`src/rtl/tt_pkg.sv`:
```
// Shared constants and types for the truth-table capture path.
// Downstream classifiers reuse tt_t for the packed truth table.
package tt_pkg;

  localparam int unsigned N_IN  = 7;
  localparam int unsigned TT_W  = 1 << N_IN;
  localparam int unsigned CNT_W = N_IN + 1;

  typedef enum logic [1:0] {
    IDLE,
    SWEEP,
    DRAIN,
    HOLD
  } state_t;

  typedef logic [TT_W-1:0] tt_t;

endpackage

```
`src/rtl/tt_minterm_gen.sv`:
```
// Minterm counter for the truth-table sweep: clears to 0, increments when
// enabled, wraps after the last minterm, and flags the last minterm.
module tt_minterm_gen
  import tt_pkg::*;
(
  input  logic            clk,
  input  logic            rst,
  input  logic            en,
  input  logic            clr,
  output logic [N_IN-1:0] x,
  output logic            last
);

  // Minterm index register; natural wrap returns it to 0 after the last one.
  always_ff @(posedge clk or posedge rst) begin
    if (rst) begin
      x <= '0;
    end else if (clr) begin
      x <= '0;
    end else if (en) begin
      x <= x + 1'b1;
    end
  end

  assign last = &x;

endmodule

```
`src/rtl/tt_capture.sv`:
```
// Truth-table sweeper: walks all minterms of a 7-input combinational
// function, captures its result into a packed table with a ones count, and
// hands the result downstream over valid/ready.
// Optional macro TT_CAPTURE_PIPE_EN registers f (and its minterm index)
// before capture and adds a one-cycle DRAIN state.
module tt_capture
  import tt_pkg::*;
(
  input  logic             clk,
  input  logic             rst,
  input  logic             start,
  output logic             busy,
  output logic [N_IN-1:0]  x,
  input  logic             f,
  output logic [TT_W-1:0]  tt,
  output logic [CNT_W-1:0] ones,
  output logic             tt_valid,
  input  logic             tt_ready
);

  state_t          state;
  logic            gen_en;
  logic            gen_clr;
  logic            last;
  logic            sample_v;
  logic            sample_f;
  logic [N_IN-1:0] sample_idx;

  assign gen_clr = (state == IDLE) && start;
  assign gen_en  = (state == SWEEP);

  tt_minterm_gen u_gen (
    .clk  (clk),
    .rst  (rst),
    .en   (gen_en),
    .clr  (gen_clr),
    .x    (x),
    .last (last)
  );

`ifdef TT_CAPTURE_PIPE_EN
  logic            f_q;
  logic [N_IN-1:0] idx_q;
  logic            v_q;

  // Register f with the minterm it belongs to; capture happens one cycle later.
  always_ff @(posedge clk or posedge rst) begin
    if (rst) begin
      f_q   <= 1'b0;
      idx_q <= '0;
      v_q   <= 1'b0;
    end else begin
      f_q   <= f;
      idx_q <= x;
      v_q   <= (state == SWEEP);
    end
  end

  assign sample_v   = v_q;
  assign sample_f   = f_q;
  assign sample_idx = idx_q;
`else
  assign sample_v   = (state == SWEEP);
  assign sample_f   = f;
  assign sample_idx = x;
`endif

  // Control FSM plus capture register and ones accumulator.
  // Samples never coincide with the IDLE clear, so the two writes to tt/ones
  // below are mutually exclusive.
  always_ff @(posedge clk or posedge rst) begin
    if (rst) begin
      state    <= IDLE;
      tt       <= '0;
      ones     <= '0;
      tt_valid <= 1'b0;
      busy     <= 1'b0;
    end else begin
      if (sample_v) begin
        tt[sample_idx] <= sample_f;
        ones           <= ones + CNT_W'(sample_f);
      end
      case (state)
        IDLE: begin
          if (start) begin
            tt    <= '0;
            ones  <= '0;
            busy  <= 1'b1;
            state <= SWEEP;
          end
        end
        SWEEP: begin
          if (last) begin
`ifdef TT_CAPTURE_PIPE_EN
            state    <= DRAIN;
`else
            state    <= HOLD;
            tt_valid <= 1'b1;
`endif
          end
        end
        DRAIN: begin
          state    <= HOLD;
          tt_valid <= 1'b1;
        end
        HOLD: begin
          if (tt_ready) begin
            state    <= IDLE;
            tt_valid <= 1'b0;
            busy     <= 1'b0;
          end
        end
        default: begin
          state <= IDLE;
        end
      endcase
    end
  end

endmodule
```
`config.mk`:
```
export PLATFORM = sky130hd
export DESIGN_NAME = tt_capture
export DESIGN_NICKNAME = d
export VERILOG_FILES = /design/src/rtl/tt_pkg.sv /design/src/rtl/tt_minterm_gen.sv /design/src/rtl/tt_capture.sv
export SDC_FILE = /design/constraint.sdc
export NUM_CORES = 1
export LEC_CHECK = 0
export ABC_AREA = 1
export CAP_MARGIN = 15
export CORE_MARGIN = 2
export CORE_UTILIZATION = 35
export DETAILED_ROUTE_END_ITERATION = 7
export GPL_ROUTABILITY_DRIVEN = 0
export PLACE_DENSITY = 0.64
export SETUP_SLACK_MARGIN = 0.15
export SYNTH_ARGS = -nofsm -noshare
export SYNTH_HDL_FRONTEND = slang
export SYNTH_SLANG_ARGS = --single-unit
export TNS_END_PERCENT = 10
```
`constraint.sdc`:
```
create_clock -name clk -period 4 [get_ports clk]
set_input_delay 0.4 -clock clk [delete_from_list [all_inputs] [get_ports clk]]
set_output_delay 0.4 -clock clk [all_outputs]
set_load 0.02 [all_outputs]
```
==> impl_metrics.toml <==
[setup_path]
max_stage_delay_ns = 0.69
crit_start = "state[1]"
reg2reg_to = "tt[91]"
critPathCapture = "tt[91]"
path_cells = "inv_1 > ha_1 > inv_2 > nor2_1 > clkinv_1 > nor3_1 > nor3_1"
required_ns = 4.26
crit_type = "reg2reg"
slowest_stage = "nor2_1"
critical_path.top_delay_family = "simple AND/OR/NAND/NOR gates"
crit_fanout = 18
cp-end-kind = "register"
crit_cells = 7
crit_top_cell = "nor3_1"
critPathLaunchType = "register"
crit_arrival_ns = 3.27
cp.buffers_inverters = 3
reg2regPathDepth = 7
r2r_start = "state[1]"
regToRegSetupSlack_ns = 0.99

[route]
wl_per_cell_um = 19.05
drt_iter0_markers = 723
ant_nets = 0
first_pass_iters = 5
via_per_inst = 5.376
via_count = 6441
drc = 0
routed_wl_um = 22830

[floorplanning]
io_pins = 150
start_util = 0.3593
dieArea_um2 = 20530
die_y_um = 143.3
die_width_um = 143.3
rows = 50
core_um2 = 18890

[yosys]
synth-xor-area-share = 0
synth_top_family_by_area = "simple AND/OR/NAND/NOR gates"
synth_largest_area_cell = "dfrtp_1"
netlist_instances = 792
synth_seq_cells = 147
synth_area_leaders = "dfrtp_1 (54%), nor3_1 (15%), a21oi_1 (9.6%)"
avgSynthCellArea_um2 = 8.572
ys_types = 27
synthSimpleGateAreaFrac = 0.2663
ys_seq_area_frac = 0.5418
ys_warn_count = 0
synth_mux_area_frac = 0
synth_top_cell_area_share = 0.5418
synth_compound_area_frac = 0.1192
synth_nets = 805
synth-adder-area-share = 0.01474
syn-cell-area_um2 = 6789

[cells_and_area]
diodes = 0
fin_cells = 1198
fillers = 1817
fin_util = 0.4824
drive_gt1_frac = 0.07889
final_nets = 939
area_delta_synth_final_pct = 34.24

[global_route]
grt_overflow = 0
grt_pass1_wl_um = 35610
antenna_found_initial = 0
grt_max_degree = 96
grt_pass1_vias = 6166
track_usage = 0.2261

[timing]
skew_ns = 0.01122
rsz0062_at_grt = "no"
tns_ns = 0
post-route-period-util = 0.7536
fmax_mhz = 331.7
hold_violations = 0
slew_violations = 0
setup_violations = 0
fin_crit_ns = 3.014
tightest_slew_ns = 1.137
slew-limit-headroom = 0.2419

[min_path]
hp-class = "in2async"

[place]
place_hpwl_um = 15340
place.port_buffers = 149
place_inst = 1166

[clock_network]
cts.reportedPaths.clkPinSlew_ns = 0.06
post_cts_buffers = 0
cts.path.max_buffers = 2
cts_resized = 0
clk_latency_ns = 0.42
root_buffer = "clkbuf_16"
cts_sinks = 147
cts-buffers-inserted = 17
cts_tree = "built"
cts_hold_buf = 0
htreeDepth = 4

[power_and_ir_drop]
power.leakage_nw = 3.788
p_total_mw = 4.851
ir_drop_v = 0.0002891
power.density_nw_per_um2 = 532.2

[status]
status = "finished clean"

[run]
maxCapViolCount = 0
[how the worst min path moves through the flow]
stage              from       end  cells after the start
4_1_cts               f   tt[118]                      3
3_3_place_gp   tt_valid  tt_valid                      2
3_5_place_dp   tt_valid  tt_valid                      2
2_1_floorplan  state[0]  state[0]                      2
5_1_grt             rst    tt[28]                      2
6_report            rst    tt[53]                      2
[per-stage QoR]
step	setup WS [ns]	hold WS, ns	instance area [um2]
3_3_place_gp	1.144	0.4707	8528
2_1_floorplan	1.753	0.5376	6793
6_report	0.9855	0.3310	9114
5_1_grt	0.7206	0.3521	9114
3_5_place_dp	1.018	0.4708	8528
4_1_cts	0.9884	0.3849	9094
[placed cells by master (no fill, tap or decap), types with 5 or more instances in the layout]
cell,instances
clkinv_1,5
nand2_2,5
clkbuf_16,17
o21bai_1,5
buf_4,13
clkdlybuf4s50_1,148
nand3_1,32
dfrtp_1,147
o21ai_0,14
inv_2,10
nand2_1,63
ha_1,8
nor2_1,66
nor3_1,202
a21oi_1,130
inv_1,33
nor2_2,6
[Yosys cell counts]
library cell,count
clkbuf_1,31
ha_1,8
o21bai_1,5
nor2_1,66
o21ai_0,14
or2_2,1
o21ai_1,4
nand2_1,63
inv_2,9
dfrtp_1,147
nand2_2,5
clkinv_1,5
nor3_2,1
buf_2,17
a21oi_1,130
a211oi_1,1
nor3_4,1
nand3_1,32
a221oi_1,1
inv_1,35
nor3_1,202
nand4_1,1
o211ai_1,1
nor2_4,4
o21a_1,1
buf_4,1
nor2_2,6
[cells by family (layout without fill, tap and decap cells)]
logic type                 Yosys count  in the layout
adders and majority gates            8              8
AOI/OAI and AO/OA                  157            157
buffers and inverters               98            244
DFF                                147            147
and+or+nand+nor                    382            382
[sequential cells by signal, indices dropped and copies added (netlist names)]
| register | flops |
|---|---|
| busy | 1 |
| ones | 8 |
| state | 2 |
| tt | 128 |
| tt_valid | 1 |
| u_gen.x | 7 |
[cell type report]
type                            count  area (um2)  share of cell area
Clock buffer                       19       432.9             0.04750
Clock inverter                     12       132.6             0.01455
Inverter                           49       187.7             0.02059
Multi-Input combinational cell    547        2718              0.2982
Sequential cell                   147        3679              0.4036
Tap cell                          260       325.3             0.03569
Timing Repair Buffer              164        1639              0.1798
[where the power goes]
group	switching [mW]	total, mW	internal, mW	leakage (nW)
Clock	0.648	1.56	0.916	0.270
Combinational	0.963	1.46	0.500	1.49
Sequential	0.158	1.82	1.67	2.03
Total	1.77	4.85	3.08	3.79
[routing by layer]
layer	global-route usage	vias to the layer above	share of wire
met4	0.07379	0	0.020
met3	0.04829	32	0.068
met1	0.3245	3153	0.45
li1	-	3003	-
met5	0	-	0
met2	0.3410	253	0.46
(Power assumes the default switching activity.)
